<file path="config.mk">
export PLATFORM = sky130hd
export DESIGN_NAME = frogger_hazard_ctrl
export DESIGN_NICKNAME = d
export VERILOG_FILES = /design/src/rtl/frogger_pkg.sv /design/src/rtl/frogger_hazard_ctrl_lane_timer.sv /design/src/rtl/frogger_hazard_ctrl.sv
export SDC_FILE = /design/constraint.sdc
export NUM_CORES = 1
export LEC_CHECK = 0
export BUFFER_PORTS_ARGS = -buffer_cell sky130_fd_sc_hd__buf_2
export CAP_MARGIN = 40
export CORE_UTILIZATION = 45
export DETAILED_ROUTE_END_ITERATION = 12
export SYNTH_ARGS = -nofsm -noshare
export SYNTH_HDL_FRONTEND = slang
export SYNTH_SLANG_ARGS = --single-unit
</file>
<file path="constraint.sdc">
create_clock -name i_Clk -period 18.05 [get_ports i_Clk]
set_clock_uncertainty 0.2 [all_clocks]
set_input_delay 3.61 -clock i_Clk [delete_from_list [all_inputs] [get_ports i_Clk]]
set_output_delay 3.61 -clock i_Clk [all_outputs]
set_load 0.005 [all_outputs]
</file>
<file path="src/rtl/frogger_pkg.sv">
// Shared playfield constants, hazard tile codes and lane pattern functions
// used by the hazard controller and the renderer.
package frogger_pkg;

   localparam int unsigned c_GAME_WIDTH  = 20;
   localparam int unsigned c_GAME_HEIGHT = 15;

   localparam logic [5:0] c_RIVER_FIRST = 6'd1;
   localparam logic [5:0] c_RIVER_LAST  = 6'd6;
   localparam logic [5:0] c_ROAD_FIRST  = 6'd8;
   localparam logic [5:0] c_ROAD_LAST   = 6'd13;

   typedef enum logic [3:0] {
      TILE_NONE  = 4'd0,
      TILE_WATER = 4'd2,
      TILE_LOG   = 4'd3,
      TILE_GOAL  = 4'd4,
      TILE_CAR   = 4'd5
   } tile_e;

   function automatic logic is_river(input logic [5:0] row);
      return (row >= c_RIVER_FIRST) && (row <= c_RIVER_LAST);
   endfunction

   function automatic logic is_road(input logic [5:0] row);
      return (row >= c_ROAD_FIRST) && (row <= c_ROAD_LAST);
   endfunction

   function automatic logic is_log(input logic [5:0] c, input logic [5:0] lane);
      int unsigned s;
      s = 32'(c) + 32'd3 * 32'(lane);
      return (s % 32'd10) < 32'd4;
   endfunction

   function automatic logic is_car(input logic [5:0] c, input logic [5:0] lane);
      int unsigned s;
      s = 32'(c) + 32'd2 * 32'(lane);
      return (s % 32'd5) == 32'd0;
   endfunction

endpackage

</file>
<file path="src/rtl/frogger_hazard_ctrl_lane_timer.sv">
// lane_timer: enabled divider emitting a one-cycle step on each wrap; the
// period is re-sampled at every wrap so the next count uses the new value.
module lane_timer
   import frogger_pkg::*;
#(
   parameter int unsigned c_PERIOD = 4
) (
   input  logic        clk_i,
   input  logic        rst_ni,
   input  logic        en_i,
   input  logic [31:0] period_i,
   output logic        step_o
);

   logic [31:0] cnt_q, cnt_d;
   logic [31:0] lim_q, lim_d;
   logic        wrap;

   always_comb begin
      wrap  = en_i && (cnt_q >= lim_q - 32'd1);
      cnt_d = cnt_q;
      lim_d = lim_q;
      if (en_i) begin
         if (wrap) begin
            cnt_d = '0;
            // a period shifted down to zero would never wrap; clamp to one clock
            lim_d = (period_i == '0) ? 32'd1 : period_i;
         end else begin
            cnt_d = cnt_q + 32'd1;
         end
      end
   end

   always_ff @(posedge clk_i or negedge rst_ni) begin
      if (!rst_ni) begin
         cnt_q <= '0;
         lim_q <= 32'(c_PERIOD);
      end else begin
         cnt_q <= cnt_d;
         lim_q <= lim_d;
      end
   end

   assign step_o = wrap;

endmodule

</file>
<file path="src/rtl/frogger_hazard_ctrl.sv">
// Hazard lane controller: scrolls river/road lane offsets, tests the frog cell
// and serves hazard tiles to the renderer. Optional HAZARD_SPEEDUP_EN shortens
// lane periods as the score rises.
module frogger_hazard_ctrl
   import frogger_pkg::*;
#(
   parameter int unsigned c_RIVER_PERIOD = 39000000,
   parameter int unsigned c_ROAD_PERIOD  = 6250000
) (
   input  logic       i_Clk,
   input  logic       i_Rst_L,
   input  logic       i_Game_En,
   input  logic [5:0] i_Frogger_X,
   input  logic [5:0] i_Frogger_Y,
   input  logic [5:0] i_Col_Count_Div,
   input  logic [5:0] i_Row_Count_Div,
   input  logic [6:0] i_Score,
   output logic       o_Collided,
   output logic       o_On_Log,
   output logic [3:0] o_Hazard_Tile,
   output logic       o_Lane_Step
);

   localparam int unsigned c_ROWS = 16;

   logic [c_ROWS-1:0] step;
   logic [4:0]        off_q [c_ROWS];
   logic [4:0]        off_d [c_ROWS];
   logic [1:0]        shift;
   logic              collided_q, collided_d;
   logic              on_log_q, on_log_d;
   logic              lane_step_q;
   tile_e             tile_q, tile_d;
   logic [5:0]        frog_cell, scan_cell;

`ifdef HAZARD_SPEEDUP_EN
   always_comb begin
      shift = 2'd0;
      if (i_Score >= 7'd20)      shift = 2'd2;
      else if (i_Score >= 7'd10) shift = 2'd1;
   end
`else
   logic unused_score;
   assign unused_score = ^i_Score;
   assign shift        = 2'd0;
`endif

   for (genvar r = 0; r < c_ROWS; r++) begin : g_lane
      if (is_river(6'(r)) || is_road(6'(r))) begin : g_timer
         localparam int unsigned c_P = is_river(6'(r)) ? c_RIVER_PERIOD
                                     : c_ROAD_PERIOD * (32'd1 + unsigned'(r) % 32'd3);
         lane_timer #(.c_PERIOD(c_P)) u_timer (
            .clk_i   (i_Clk),
            .rst_ni  (i_Rst_L),
            .en_i    (i_Game_En),
            .period_i(c_P >> shift),
            .step_o  (step[r])
         );
      end else begin : g_idle
         assign step[r] = 1'b0;
      end
   end

   // Even road lanes scroll right (x - off), everything else scrolls left.
   function automatic logic [5:0] lane_cell(input logic [5:0] x, input logic [4:0] off,
                                            input logic [5:0] row);
      logic [6:0] s;
      if (is_road(row) && !row[0]) s = 7'(x) + 7'(c_GAME_WIDTH) - 7'(off);
      else                         s = 7'(x) + 7'(off);
      return (s >= 7'(c_GAME_WIDTH)) ? 6'(s - 7'(c_GAME_WIDTH)) : s[5:0];
   endfunction

   always_comb begin
      for (int unsigned r = 0; r < c_ROWS; r++) begin
         off_d[r] = off_q[r];
         if (step[r]) off_d[r] = (off_q[r] == 5'(c_GAME_WIDTH - 1)) ? '0 : off_q[r] + 5'd1;
      end
   end

   always_comb begin
      frog_cell  = lane_cell(i_Frogger_X, off_q[i_Frogger_Y[3:0]], i_Frogger_Y);
      collided_d = (i_Frogger_X < 6'(c_GAME_WIDTH)) && is_road(i_Frogger_Y)
                   && is_car(frog_cell, i_Frogger_Y);
      on_log_d   = (i_Frogger_X < 6'(c_GAME_WIDTH)) && is_river(i_Frogger_Y)
                   && is_log(frog_cell, i_Frogger_Y);

      scan_cell  = lane_cell(i_Col_Count_Div, off_q[i_Row_Count_Div[3:0]], i_Row_Count_Div);
      tile_d     = TILE_NONE;
      if (i_Col_Count_Div < 6'(c_GAME_WIDTH)) begin
         if (is_river(i_Row_Count_Div))
            tile_d = is_log(scan_cell, i_Row_Count_Div) ? TILE_LOG : TILE_WATER;
         else if (is_road(i_Row_Count_Div) && is_car(scan_cell, i_Row_Count_Div))
            tile_d = TILE_CAR;
      end
   end

   always_ff @(posedge i_Clk or negedge i_Rst_L) begin
      if (!i_Rst_L) begin
         for (int unsigned r = 0; r < c_ROWS; r++) off_q[r] <= '0;
         collided_q  <= 1'b0;
         on_log_q    <= 1'b0;
         tile_q      <= TILE_NONE;
         lane_step_q <= 1'b0;
      end else begin
         for (int unsigned r = 0; r < c_ROWS; r++) off_q[r] <= off_d[r];
         collided_q  <= collided_d;
         on_log_q    <= on_log_d;
         tile_q      <= tile_d;
         lane_step_q <= |step;
      end
   end

   assign o_Collided    = collided_q;
   assign o_On_Log      = on_log_q;
   assign o_Hazard_Tile = tile_q;
   assign o_Lane_Step   = lane_step_q;

endmodule
</file>
==> summary by stage <==
Placed design
Prior to clock tree synthesis, the placed netlist has a worst setup slack of around 2.9 ns. The number of port buffers is 32. The placer congestion estimate is 0.863. The placed instance count is about 4.4k.

The half-perimeter wire length after detailed placement is between 40 and 50 mm.

Timing
Setup violations remaining at the end of the flow were counted as 0. The maximum operating frequency is about 0.068 GHz. The count of endpoints failing hold in the final timing report is 0. The clock period minus worst slack is around 15 ns. The number of max-slew violations in the final report is 0. The slew at the pin closest to its max-slew limit is about 0.99 ns. The worst-case headroom to the max-slew limit is 0.339. Setup repair after global routing left no endpoint under its margin. The final setup slack of the worst path is 3.33 ns.

The final sum of negative setup slack is 0 ns. Of the available clock period, the critical path in the final layout requires 0.816.

CTS
The number of buffers created by CTS is between 50 and 60. The buffer depth of the longest clock path is 3. The clock insertion delay at the later pin of the skew report is about 0.59 ns. Clock-pin slew was measured on the worst setup and hold paths at roughly 0.070 ns. The number of cells upsized or downsized after cts is 0. The number of buffers inserted to repair setup after CTS is 0. The root cell of the clock tree is sky130_fd_sc_hd__clkbuf_16.

Hold repair after CTS inserted 0 buffers. For this design, the sink count on the clock tree is 450. TritonCTS built the clock tree.

The maximum level of the CTS H-tree is 2.

Floorplan
In this run the horizontal extent of the chip is roughly 260 um. approximately 40 I/O pins were placed. In this run the vertical extent of the chip is around 260 um.

The starting utilization of the core area is 0.456. The core region is between 0.06 and 0.07 mm2. The total number of placement rows is 95.

The area of the die is slightly below 0.07 mm2.

Route
The final routed wire length divided by cell count is approximately 15 um. The first detailed-routing pass took 6 iterations. The detailed-route vias per instance is 5.69. The DRC violations left is 0. For this block, the initial DRC count from the detailed router was around 1.9k. The routed layout has ~26k vias. The final antenna-violating net count is 0. The total wire length after detailed routing is between 60 and 70 mm.

Synthesis
The number of library cell types mapped by synthesis is 110. The cell type with the highest aggregate area in the netlist is sky130_fd_sc_hd__dfrtp_1. The top cell type's share of synthesized area is 0.367.

The flop and latch count out of synthesis is 450. The mean area per synthesized cell is approximately 8.5 um2. When the netlist entered floorplanning its net count stood at 3768.

The instance count of the mapped netlist is between 3k and 4k. For this run, the register share of the synthesized area comes to 0.367. In the post-synthesis netlist, the biggest area contributors are sky130_fd_sc_hd__dfrtp_1, sky130_fd_sc_hd__nor2_1, sky130_fd_sc_hd__ha_1. The number of warnings printed during yosys synthesis is 0. In this run the cell area of the synthesized design comes to slightly above 0.03 mm2. The number of enable flip-flop cells after synthesis is 0. The share of synthesized registers carrying an async set or reset is 1.00.

Among all flip-flop cells after synthesis, the most frequent one is sky130_fd_sc_hd__dfrtp_1.

Setup path
The critical path launch point type is an input port. The stage delay of the slowest cell on the critical path is roughly 0.60 ns. The most numerous cell type found on the critical path is sky130_fd_sc_hd__ha_1.

The required time at the endpoint of the critical path is approximately 18 ns. For the worst flop-to-flop path, the logic depth is 45. The critical path arrival is 15.01 ns.

The highest-delay cell along the critical path is sky130_fd_sc_hd__o311a_1. The worst reg-to-reg setup slack is about 6.7 ns. Tracing the worst setup path back leads to its startpoint at i_Frogger_Y[0]. STA classifies the critical path endpoint as a flop. The launch instance of the worst register-to-register path is off_q[62]. The critical path class is in -> reg. The endpoint identified for the worst register-to-register timing path is o_Collided.

Of all nets on the critical path, the largest fanout is 28.

GRT
The initial antenna violation count was 1. For this run, the total global-route usage over all layers was measured as 0.196. The global-route wire length before repair is around 120 mm. Entering global routing, the biggest net connects 170 pins. The number of global-route vias before repair is roughly 24k. The total congestion overflow is 0.

Power
The total power is just over 7 mW. The power density over cell area is 213 mW/mm2. The highest ir drop seen on vdd is ~0.18 mV.

For this design the static power due to leakage is about 15 nW.

Hold path
Counting instances, the worst hold path has a depth of 1. The path with the worst hold slack has its endpoint at g_lane[9].g_timer.u_timer.cnt_q[3]. The path class of the tightest hold or removal check is reg -> reg. The worst hold path begins at g_lane[9].g_timer.u_timer.cnt_q[3].

Final layout
The share of cells above drive strength 1 is 0.0727. In the layout the commonest cells are sky130_fd_sc_hd__nor2_1, sky130_fd_sc_hd__dfrtp_1, sky130_fd_sc_hd__nand2_1. Relative to the synthesized area, the layout overhead comes to 9.42%. The final layout net count is 3777.

The count of placed standard cells in the final layout, fillers left out is about 4.5k. The most common cell after layout, fill and taps aside is sky130_fd_sc_hd__nor2_1.

Flow run
The tool flagged a number of max-cap violations equal to 0.

Status
The flow ran to the end, and the final reports show no timing, DRC or antenna violations.
[cell families (layout without fill, tap and decap cells)]
family | Yosys count | after routing | share of synthesized area
compound gates | 772 | 772 | 0.170
flops | 450 | 450 | 0.367
other cells | 1 | 3 | 0.000122
fa+ha+maj | 142 | 142 | 0.0620
mux | 83 | 83 | 0.0329
xor+xnor | 311 | 311 | 0.0895
buf+inv | 260 | 307 | 0.0325
simple gates | 1577 | 1577 | 0.246
[worst max path at each step]
| stage | end | cells after the start |
|---|---|---|
| final | o_Collided | 47 |
| after global routing | o_Collided | 47 |
| after CTS | o_Collided | 47 |
| after detailed placement | o_Collided | 47 |
| after global placement | o_Collided | 47 |
| after floorplan | o_Collided | 48 |
[report_power, final]
part | internal, mW | leakage (nW) | switching, mW | total (mW)
Clock | 0.610 | 0.819 | 0.421 | 1.03
Combinational | 1.93 | 8.08 | 3.02 | 4.95
Sequential | 1.09 | 6.14 | 0.0840 | 1.18
Total | 3.63 | 15.0 | 3.52 | 7.15
[metal layers]
layer	global-route usage	part of all wire	vias up
li1	-	-	12900
met4	0.0392	0.014	0
met5	0	0	-
met1	0.283	0.50	12300
met2	0.315	0.45	481
met3	0.0243	0.039	74
[sequential cells by signal, indices dropped and copies added, names as in the netlist]
| register | cells |
|---|---|
| g_lane.g_timer.u_timer.cnt_q | 384 |
| off_q | 60 |
| o_Hazard_Tile | 3 |
| o_Collided | 1 |
| o_Lane_Step | 1 |
| o_On_Log | 1 |
[Yosys cell counts (13+ instances only)]
cell and n:
sky130_fd_sc_hd__a21o_1 32, sky130_fd_sc_hd__nand3_1 184, sky130_fd_sc_hd__o31ai_1 37, sky130_fd_sc_hd__xor2_1 161, sky130_fd_sc_hd__nand4_1 83, sky130_fd_sc_hd__nor2_1 572
sky130_fd_sc_hd__nand3b_1 13, sky130_fd_sc_hd__nor3_1 85, sky130_fd_sc_hd__o211ai_1 22, sky130_fd_sc_hd__o2bb2ai_1 14, sky130_fd_sc_hd__and3_1 82, sky130_fd_sc_hd__o21ai_1 13
sky130_fd_sc_hd__and2_1 16, sky130_fd_sc_hd__or3_1 23, sky130_fd_sc_hd__a211oi_1 34, sky130_fd_sc_hd__dfrtp_1 450, sky130_fd_sc_hd__a221oi_1 14, sky130_fd_sc_hd__ha_1 120
sky130_fd_sc_hd__fa_1 18, sky130_fd_sc_hd__nor4_1 35, sky130_fd_sc_hd__nand2b_1 38, sky130_fd_sc_hd__mux2_2 42, sky130_fd_sc_hd__a41oi_1 13, sky130_fd_sc_hd__clkbuf_1 89
sky130_fd_sc_hd__o21ai_0 213, sky130_fd_sc_hd__a31oi_1 60, sky130_fd_sc_hd__o21a_1 19, sky130_fd_sc_hd__xnor2_1 149, sky130_fd_sc_hd__nor3b_1 17, sky130_fd_sc_hd__inv_1 146
sky130_fd_sc_hd__nor2b_1 65, sky130_fd_sc_hd__and4_1 27, sky130_fd_sc_hd__mux2i_1 31, sky130_fd_sc_hd__a21oi_1 138, sky130_fd_sc_hd__nand2_1 298
[area by class of cell]
type,instances,area [um2]
Antenna cell,2,5.00
Clock buffer,76,1520
Clock inverter,15,151
Fill cell,6447,33700
Inverter,149,559
Multi-Input combinational cell,2886,18500
Sequential cell,450,11300
Tap cell,873,1090
Timing Repair Buffer,67,485
[worst max-delay path, delay by kind of cell]
kind	cells	cell delay, ns
compound gates	18	3.94
simple gates	12	2.92
fa+ha+maj	7	2.27
buf+inv	6	1.39
xor+xnor	4	0.83
[per-stage QoR]
step / hold slack (ns) / util / cell area (um2)
after floorplan: 0.255 / - / 30700
after global placement: 0.282 / 0.472 / 31800
after detailed placement: 0.283 / 0.474 / 31900
after CTS: 0.296 / 0.499 / 33500
after global routing: 0.321 / 0.499 / 33500
final: 0.294 / 0.499 / 33500
Note: power is estimated with default switching activity, not from simulation.
